===== config.mk =====
export PLATFORM = sky130hd
export DESIGN_NAME = serial_adder
export DESIGN_NICKNAME = d
export VERILOG_FILES = /design/src/rtl/serial_adder_pkg.sv /design/src/rtl/serial_adder_fa2.sv /design/src/rtl/serial_adder.sv
export SDC_FILE = /design/constraint.sdc
export NUM_CORES = 1
export LEC_CHECK = 0
export ABC_AREA = 1
export BUFFER_PORTS_ARGS = -buffer_cell sky130_fd_sc_hd__buf_2
export CORE_MARGIN = 1
export CORE_UTILIZATION = 48
export CTS_CLUSTER_DIAMETER = 100
export CTS_CLUSTER_SIZE = 14
export DETAILED_ROUTE_END_ITERATION = 6
export GPL_ROUTABILITY_DRIVEN = 0
export PLACE_DENSITY = 0.7
export SLEW_MARGIN = 5
export SYNTH_ARGS = -nofsm -noshare
export SYNTH_HDL_FRONTEND = slang
export SYNTH_HIERARCHICAL = 1
export SYNTH_SLANG_ARGS = --single-unit

===== constraint.sdc =====
create_clock -name clk -period 3.1 [get_ports clk]
set_input_delay 0.465 -clock clk [delete_from_list [all_inputs] [get_ports clk]]
set_output_delay 0.465 -clock clk [all_outputs]
set_load 0.01 [all_outputs]

===== src/rtl/serial_adder_pkg.sv =====
// Shared definitions for the bit-serial add/subtract unit.
package serial_adder_pkg;

  localparam int unsigned DEFAULT_WIDTH = 8;
  localparam int unsigned MIN_WIDTH     = 2;
  localparam int unsigned MAX_WIDTH     = 32;

  // Sequencer states; the encoding is shared with other ALU blocks.
  typedef enum logic [1:0] {
    IDLE = 2'd0,
    RUN  = 2'd1,
    DONE = 2'd2
  } state_t;

  // Bit counter width: must hold the value WIDTH without wrapping.
  function automatic int unsigned cnt_width(input int unsigned w);
    return $clog2(w) + 1;
  endfunction

endpackage : serial_adder_pkg


===== src/rtl/serial_adder_fa2.sv =====
// One-bit full adder used as the serial bit cell.
module serial_adder_fa2 (
  input  logic a,
  input  logic b,
  input  logic cin,
  output logic s_c,
  output logic co_c
);

  // Sum and majority carry of the three input bits.
  always_comb begin
    s_c  = a ^ b ^ cin;
    co_c = (a & b) | (a & cin) | (b & cin);
  end

endmodule : serial_adder_fa2


===== src/rtl/serial_adder.sv =====
// Bit-serial adder/subtractor: one result bit per clock, LSB first.
module serial_adder
  import serial_adder_pkg::*;
#(
  parameter int unsigned WIDTH = DEFAULT_WIDTH
) (
  input  logic             clk,
  input  logic             rst_n,
  input  logic             start,
  input  logic             sub,
  input  logic [WIDTH-1:0] a,
  input  logic [WIDTH-1:0] b,
  output logic             busy,
  output logic             done,
  output logic [WIDTH-1:0] sum,
  output logic             cout,
  output logic             ovf
);

  localparam int unsigned CNT_W = cnt_width(WIDTH);
  localparam logic [CNT_W-1:0] LAST_BIT = CNT_W'(WIDTH - 1);

  state_t             state_q, state_nxt;
  logic [WIDTH-1:0]   a_sh_q, a_sh_nxt;
  logic [WIDTH-1:0]   b_sh_q, b_sh_nxt;
  logic [WIDTH-1:0]   sum_nxt;
  logic [CNT_W-1:0]   cnt_q, cnt_nxt;
  logic               carry_q, carry_nxt;
  logic               sub_q, sub_nxt;
  logic               cout_nxt, ovf_nxt;
  logic               busy_nxt, done_nxt;
  logic               armed_q;
  logic               fa_s_c, fa_co_c;

  // Serial bit cell: subtraction inverts B and seeds the carry with 1.
  serial_adder_fa2 u_fa (
    .a   (a_sh_q[0]),
    .b   (b_sh_q[0] ^ sub_q),
    .cin (carry_q),
    .s_c (fa_s_c),
    .co_c(fa_co_c)
  );

  // Next-state, datapath and registered-output decode.
  always_comb begin
    state_nxt = state_q;
    a_sh_nxt  = a_sh_q;
    b_sh_nxt  = b_sh_q;
    sum_nxt   = sum;
    cnt_nxt   = cnt_q;
    carry_nxt = carry_q;
    sub_nxt   = sub_q;
    cout_nxt  = cout;
    ovf_nxt   = ovf;

    unique case (state_q)
      IDLE: begin
        // armed_q keeps a start coincident with reset release from being taken.
        if (start && armed_q) begin
          state_nxt = RUN;
          a_sh_nxt  = a;
          b_sh_nxt  = b;
          carry_nxt = sub;
          sub_nxt   = sub;
          cnt_nxt   = '0;
          sum_nxt   = '0;
          cout_nxt  = 1'b0;
          ovf_nxt   = 1'b0;
        end
      end
      RUN: begin
        sum_nxt   = {fa_s_c, sum[WIDTH-1:1]};
        a_sh_nxt  = {1'b0, a_sh_q[WIDTH-1:1]};
        b_sh_nxt  = {1'b0, b_sh_q[WIDTH-1:1]};
        carry_nxt = fa_co_c;
        cnt_nxt   = cnt_q + CNT_W'(1);
        if (cnt_q == LAST_BIT) begin
          state_nxt = DONE;
          cout_nxt  = fa_co_c;
          // Overflow: carry into the MSB differs from carry out of it.
          ovf_nxt   = carry_q ^ fa_co_c;
        end
      end
      DONE: begin
        state_nxt = IDLE;
      end
      default: begin
        state_nxt = IDLE;
      end
    endcase

    busy_nxt = (state_nxt == RUN);
    done_nxt = (state_nxt == DONE);
  end

  // All state and output flops, asynchronously cleared.
  always_ff @(posedge clk or negedge rst_n) begin
    if (!rst_n) begin
      state_q <= IDLE;
      a_sh_q  <= '0;
      b_sh_q  <= '0;
      cnt_q   <= '0;
      carry_q <= 1'b0;
      sub_q   <= 1'b0;
      armed_q <= 1'b0;
      busy    <= 1'b0;
      done    <= 1'b0;
      sum     <= '0;
      cout    <= 1'b0;
      ovf     <= 1'b0;
    end else begin
      state_q <= state_nxt;
      a_sh_q  <= a_sh_nxt;
      b_sh_q  <= b_sh_nxt;
      cnt_q   <= cnt_nxt;
      carry_q <= carry_nxt;
      sub_q   <= sub_nxt;
      armed_q <= 1'b1;
      busy    <= busy_nxt;
      done    <= done_nxt;
      sum     <= sum_nxt;
      cout    <= cout_nxt;
      ovf     <= ovf_nxt;
    end
  end

endmodule : serial_adder

==> results of run 1 <==
[critical path, delay by kind of cell, from the launching register on]
| kind | cells | cell delay (ns) |
|---|---|---|
| adders and majority gates | 1 | 0.45 |
| DFF | 1 | 0.41 |
| xor gates and xnor gates | 2 | 0.36 |
| and+or+nand+nor | 2 | 0.12 |
[synth_stat cells, types with 2 or more instances]
| master | instances | share of area |
|---|---|---|
| sky130_fd_sc_hd__nand2_4 | 3 | 0.019 |
| sky130_fd_sc_hd__nor2_1 | 4 | 0.0085 |
| sky130_fd_sc_hd__buf_2 | 4 | 0.011 |
| sky130_fd_sc_hd__dfrtp_1 | 37 | 0.53 |
| sky130_fd_sc_hd__xor2_1 | 2 | 0.0099 |
| sky130_fd_sc_hd__buf_4 | 3 | 0.013 |
| sky130_fd_sc_hd__inv_2 | 2 | 0.0043 |
| sky130_fd_sc_hd__nand3_1 | 34 | 0.097 |
| sky130_fd_sc_hd__inv_1 | 3 | 0.0064 |
| sky130_fd_sc_hd__buf_6 | 4 | 0.026 |
| sky130_fd_sc_hd__nand2_1 | 110 | 0.23 |
| sky130_fd_sc_hd__o21ai_0 | 3 | 0.0085 |
[through the flow]
step           power [W]  area, um2  setup slack [ns]
2_1_floorplan   0.001524       1762             1.742
3_3_place_gp    0.001649       1887             1.640
3_5_place_dp    0.001667       1887             1.633
4_1_cts         0.002014       1972             1.663
5_1_grt         0.002190       1972             1.550
6_report        0.001990       1972             1.666
[how the worst max path moves through the flow]
| stage | slack [ns] | cells past startpoint | endpoint |
|---|---|---|---|
| 6_report | 1.67 | 5 | ovf |
| 5_1_grt | 1.55 | 5 | ovf |
| 2_1_floorplan | 1.74 | 5 | ovf |
| 3_3_place_gp | 1.64 | 7 | b_sh_q[1] |
| 4_1_cts | 1.66 | 5 | ovf |
| 3_5_place_dp | 1.63 | 7 | a_sh_q[6] |
[where the power goes]
group          internal [W]  switching [W]
sequential         0.000679       0.000133
combinational      0.000294       0.000540
clock              0.000193       0.000153
total               0.00116       0.000825
[registers in the layout (all words and copies together), names as in the netlist]
register,flops
a_sh_q,8
b_sh_q,8
sum,8
cnt_q,4
state_q,2
armed_q,1
busy,1
carry_q,1
cout,1
done,1
ovf,1
sub_q,1
[routing by layer]
metal | part of all wire | global-route usage | up-vias
li1 | - | - | 736
met3 | 0.040 | 0.05474 | 5
met5 | 0 | 0 | -
met2 | 0.47 | 0.3043 | 26
met4 | 0.015 | 0.06977 | 0
met1 | 0.47 | 0.2177 | 642
[logic make-up after synthesis]
family                     Yosys count  share of synthesized area
AOI/OAI and AO/OA                    4                    0.01136
other                                1                   0.002129
buffers and inverters               16                    0.06037
DFF                                 37                     0.5256
xor gates and xnor gates             2                   0.009945
and+or+nand+nor                    154                     0.3722
adders and majority gates            2                    0.01847
[layout make-up]
| cell class | count | share of cell area |
|---|---|---|
| repair buffers | 31 | 0.07868 |
| well taps | 46 | 0.02919 |
| clock buffers | 7 | 0.02792 |
| inverters | 5 | 0.009518 |
| clock inverters | 1 | 0.01523 |
| multi-input cells | 163 | 0.3699 |
| flip-flops and latches | 37 | 0.4695 |
==> flow_metrics.py, run 1 <==
metrics = {
    "cts": {
        "cell_at_the_root_of_the_clock_tree": "sky130_fd_sc_hd__clkbuf_4",
        "tritoncts_num_sinks": 37,
        "cts-root-to-sink-buffers": 2,
        "tritoncts.num_buffers": 5,
        "clk_transition_reported_paths_ns": 0.10,
        "holdBufCountCts": 0,
        "worstSkewPairLatency_ns": 0.34,
        "cts_repair_resize_count": 0,
        "cts_tree": "done",
        "number_of_levels_in_the_clock_h_tree": 2,
        "post_cts_setup_buffers": 0,
    },
    "synthesis": {
        "synth_area_um2": 1762,
        "post_synth_edffs": 0,
        "synth.distinct_cells": 19,
        "synthArstFlopShare": 1.000,
        "synthFlopType": "sky130_fd_sc_hd__dfrtp_1",
        "portion_of_the_post_synthesis_area_used_by_sequential_elements": 0.5256,
        "mappedNetlistNets": 238,
        "synth-seq-cells": 37,
        "avgSynthCellArea_um2": 8.156,
        "yosysWarnings": 6,
        "syn-instance-count": 216,
    },
    "timing": {
        "worst_clock_skew_ns": 0.006413,
        "slew-limit-headroom": 0.4745,
        "rsz0062_at_grt": "false",
        "finalMaxSlewViolations": 0,
        "timing.fmax_mhz": 697.4,
        "timing.final.crit_share": 0.4625,
        "layout_min_cycle_time_ns": 1.434,
        "max_slew.worst_pin.slew_ns": 0.7882,
        "worst_hold_slack_ns": 0.1975,
        "finalHoldViolations": 0,
        "setup_violations": 0,
        "total_neg_setup_slack_ns": 0,
    },
    "setup_path": {
        "r2r_slack_ns": 1.67,
        "cp_data_required_time_ns": 3.34,
        "critical_path.max_stage_delay_ns": 0.45,
        "critical_path.startpoint": "sub_q",
        "cp-end-kind": "flop",
        "rr_endpoint": "ovf",
        "worst_r2r_path_depth": 5,
        "setup.worst_path.class": "flop to flop",
        "rr_startpoint": "sub_q",
        "critPathSlowestCell": "sky130_fd_sc_hd__fa_1",
        "worstPathCellList": "xor2_1, fa_1, xor2_1, nand2_1, nand2_1",
        "crit_arrival_ns": 1.67,
        "critical_path_peak_fanout": 3,
        "critical_path.startpoint_type": "flop",
    },
    "power": {
        "ir_drop_v": 0.0004130,
        "power.density_cell_area_nw_per_um2": 1009,
        "power.static_leakage_nw": 1.144,
    },
    "route": {
        "detail_route.iter0.violations": 60,
        "drtPass1Iterations": 4,
        "route.detailed.vias_per_inst": 4.859,
        "ant_nets": 0,
        "routed-via-count": 1409,
        "detail_route.wl_per_cell_um": 10.69,
        "detail_route.wirelength_mm": 3.101,
        "drcViolationCount": 0,
    },
    "die": {
        "floorplan.die.height_um": 62.58,
        "core_region_area_um2": 3416,
        "placement_rows": 21,
        "die_width_um": 62.58,
        "floorplan.die_area_um2": 3916,
        "initial_core_util": 0.5158,
        "number_of_ports_placed_on_the_die_boundary": 32,
    },
    "place": {
        "numPortBuffers": 31,
        "dp.cells": 282,
        "dp_hpwl_mm": 1.916,
    },
    "layout": {
        "fraction_of_layout_cells_with_a_size_suffix_above_1": 0.1844,
        "commonest_cells_after_routing_fill_and_taps_aside": "sky130_fd_sc_hd__nand2_1, sky130_fd_sc_hd__dfrtp_1, sky130_fd_sc_hd__nand3_1",
        "areaGrowthSynthToFinish_pct": 11.93,
        "final_core_utilization": 0.5773,
        "nNetsFinal": 265,
        "insertedDiodeCount": 0,
        "mostFrequentLayoutCell": "sky130_fd_sc_hd__nand2_1",
        "sequential_cell_area_um2": 925.9,
        "final.fill_count": 337,
        "final_cells": 290,
        "multi_input_area_um2": 729.5,
    },
    "grt": {
        "grt_pass1_wl_mm": 5.595,
        "antenna_found_initial": 0,
        "pin_count_of_the_biggest_net_entering_global_routing": 51,
        "first_global_vias": 1324,
        "grt-ovfl-total": 0,
        "grtUsageTotal": 0.1814,
    },
    "run": {
        "timing.max_cap.violations": 0,
    },
    "run_status": {
        "status": "finished clean",
    },
    "min_path": {
        "hp-class": "primary input to async pin",
    },
}
Power figures use the tool's default switching activity.
==> run 2, diff against run 1 <==
--- a/config.mk
+++ b/config.mk
@@ -13,7 +13,7 @@
 export CTS_CLUSTER_SIZE = 14
 export DETAILED_ROUTE_END_ITERATION = 6
 export GPL_ROUTABILITY_DRIVEN = 0
-export PLACE_DENSITY = 0.7
+export PLACE_DENSITY = 0.73
 export SLEW_MARGIN = 5
 export SYNTH_ARGS = -nofsm -noshare
 export SYNTH_HDL_FRONTEND = slang
==> constraint.sdc (replaced) <==
create_clock -name clk -period 1.3 [get_ports clk]
set_input_delay 0.195 -clock clk [delete_from_list [all_inputs] [get_ports clk]]
set_output_delay 0.195 -clock clk [all_outputs]
set_load 0.01 [all_outputs]
==> flow_metrics.py, run 2 (synthesis results as in run 1) <==
metrics = {
    "run_status": {
        "status": "finished clean",
    },
    "grt": {
        "first_global_vias": 1327,
        "grt_pass1_wl_mm": 5.865,
        "antenna_found_initial": 0,
        "grtUsageTotal": 0.1919,
        "grt-ovfl-total": 0,
        "pin_count_of_the_biggest_net_entering_global_routing": 38,
    },
    "setup_path": {
        "crit_arrival_ns": 1.54,
        "critical_path_peak_fanout": 3,
        "cp_data_required_time_ns": 1.54,
        "setup.worst_path.class": "flop to flop",
        "cp-end-kind": "flop",
        "critical_path.startpoint_type": "flop",
    },
    "cts": {
        "tritoncts.num_buffers": 5,
        "number_of_levels_in_the_clock_h_tree": 2,
        "cts_tree": "done",
        "clk_transition_reported_paths_ns": 0.10,
        "worstSkewPairLatency_ns": 0.35,
        "tritoncts_num_sinks": 37,
        "cts-root-to-sink-buffers": 2,
        "cell_at_the_root_of_the_clock_tree": "sky130_fd_sc_hd__clkbuf_4",
    },
    "layout": {
        "nNetsFinal": 276,
        "sequential_cell_area_um2": 925.9,
        "multi_input_area_um2": 734.5,
        "commonest_cells_after_routing_fill_and_taps_aside": "sky130_fd_sc_hd__nand2_1, sky130_fd_sc_hd__dfrtp_1, sky130_fd_sc_hd__nand3_1",
        "final_cells": 301,
        "areaGrowthSynthToFinish_pct": 18.54,
        "final_area_um2": 2088,
        "fraction_of_layout_cells_with_a_size_suffix_above_1": 0.2157,
        "mostFrequentLayoutCell": "sky130_fd_sc_hd__nand2_1",
        "final.fill_count": 338,
        "biggestRegsByFlops": "a_sh_q: 8 flops, b_sh_q: 8 flops, sum: 8 flops",
        "insertedDiodeCount": 0,
    },
    "timing": {
        "finalHoldViolations": 0,
        "layout_min_cycle_time_ns": 1.299,
        "finalMaxSlewViolations": 0,
        "rsz0062_at_grt": "true",
        "final.setup.worst_slack_ns": 0.0009543,
        "timing.final.crit_share": 0.9993,
        "timing.fmax_mhz": 769.8,
        "worst_clock_skew_ns": 0.008826,
        "setup_violations": 0,
    },
    "die": {
        "number_of_ports_placed_on_the_die_boundary": 32,
        "die_width_um": 62.58,
        "placement_rows": 21,
        "initial_core_util": 0.5158,
        "floorplan.die_area_um2": 3916,
        "floorplan.die.height_um": 62.58,
        "core_region_area_um2": 3416,
    },
    "place": {
        "dp_hpwl_mm": 2.206,
        "numPortBuffers": 31,
        "pre_cts_slack_ns": -0.04908,
        "dpl-instance-area_um2": 2012,
        "dp.cells": 290,
    },
    "route": {
        "detail_route.iter0.violations": 72,
        "detail_route.wirelength_mm": 3.190,
        "routed-via-count": 1466,
        "detail_route.wl_per_cell_um": 10.60,
        "ant_nets": 0,
        "drcViolationCount": 0,
        "drtPass1Iterations": 4,
        "route.detailed.vias_per_inst": 4.870,
    },
    "run": {
        "timing.max_cap.violations": 0,
    },
    "power": {
        "power.density_cell_area_nw_per_um2": 2319,
        "power.static_leakage_nw": 1.201,
        "ir_drop_v": 0.0009486,
    },
    "min_path": {
        "hp-class": "primary input to flop",
    },
}
## run 2: cell types whose count changed in the layout (fill, tap and decap cells not counted)
cell,change
sky130_fd_sc_hd__clkbuf_8,-1
sky130_fd_sc_hd__fa_2,+1
sky130_fd_sc_hd__dlygate4sd3_1,+1
sky130_fd_sc_hd__clkbuf_1,+2
sky130_fd_sc_hd__buf_12,+5
sky130_fd_sc_hd__fa_1,-1
sky130_fd_sc_hd__nor2_1,-1
sky130_fd_sc_hd__nor2_2,+1
sky130_fd_sc_hd__bufinv_16,-1
sky130_fd_sc_hd__buf_4,+5
## run 2: critical path: stages (launching register included)
cell,delay [ns]
sky130_fd_sc_hd__dfrtp_1,0.40
sky130_fd_sc_hd__xor2_1,0.17
sky130_fd_sc_hd__fa_2,0.37
sky130_fd_sc_hd__xor2_1,0.15
sky130_fd_sc_hd__nand2_1,0.07
sky130_fd_sc_hd__nand2_1,0.05
## run 2: power by group
| part | total [W] | internal [W] | switching [W] |
|---|---|---|---|
| sequential | 0.00195 | 0.00162 | 0.000329 |
| combinational | 0.00232 | 0.000980 | 0.00134 |
| clock | 0.000574 | 0.000215 | 0.000358 |
| total | 0.00484 | 0.00281 | 0.00203 |
## run 2: cell type report
cell class,count,area share
clock buffers,8,0.02337
inverters,5,0.008987
multi-input cells,163,0.3517
flip-flops and latches,37,0.4434
well taps,46,0.02756
repair buffers,42,0.1450
## run 2: final timing paths
path,startpoint,to,slack [ns],depth (start not counted)
max in group asynchronous,rst_n,sum[5],0.79,3
setup / recovery,sub_q,ovf,0.001,5
hold / removal,a[7],a_sh_q[7],0.05,3
hold reg to reg,sum[3],sum[2],0.50,2
min in group asynchronous,rst_n,b_sh_q[7],0.32,3
setup reg to reg,sub_q,ovf,0.001,5
## run 2: layer usage
| metal | global-route usage | vias up | share of wire |
|---|---|---|---|
| met5 | 0 | - | 0 |
| met4 | 0.08721 | 0 | 0.020 |
| met3 | 0.05109 | 7 | 0.045 |
| met2 | 0.2962 | 28 | 0.46 |
| met1 | 0.2524 | 680 | 0.47 |
| li1 | - | 751 | - |
## run 2: what timing repair did
action                                  CTS  global route
pin swaps                                 2             1
endpoints found under the hold margin    37             0
gates resized for setup                   0             1
cloned                                    0             0
hold buffers                              1             0
endpoints found under the setup margin    1             5
setup buffers                             1             1
## run 2: metrics by stage
step	power (W)	utilization	hold slack, ns	setup TNS, ns
2_1_floorplan	0.003643	-	-0.1006	0
3_3_place_gp	0.004205	0.5890	0.1734	-0.01702
3_5_place_dp	0.004281	0.5890	0.1720	-0.04908
4_1_cts	0.004877	0.6084	0.03211	0
5_1_grt	0.005344	0.6114	0.03725	-0.1156
6_report	0.004844	0.6114	0.04852	0
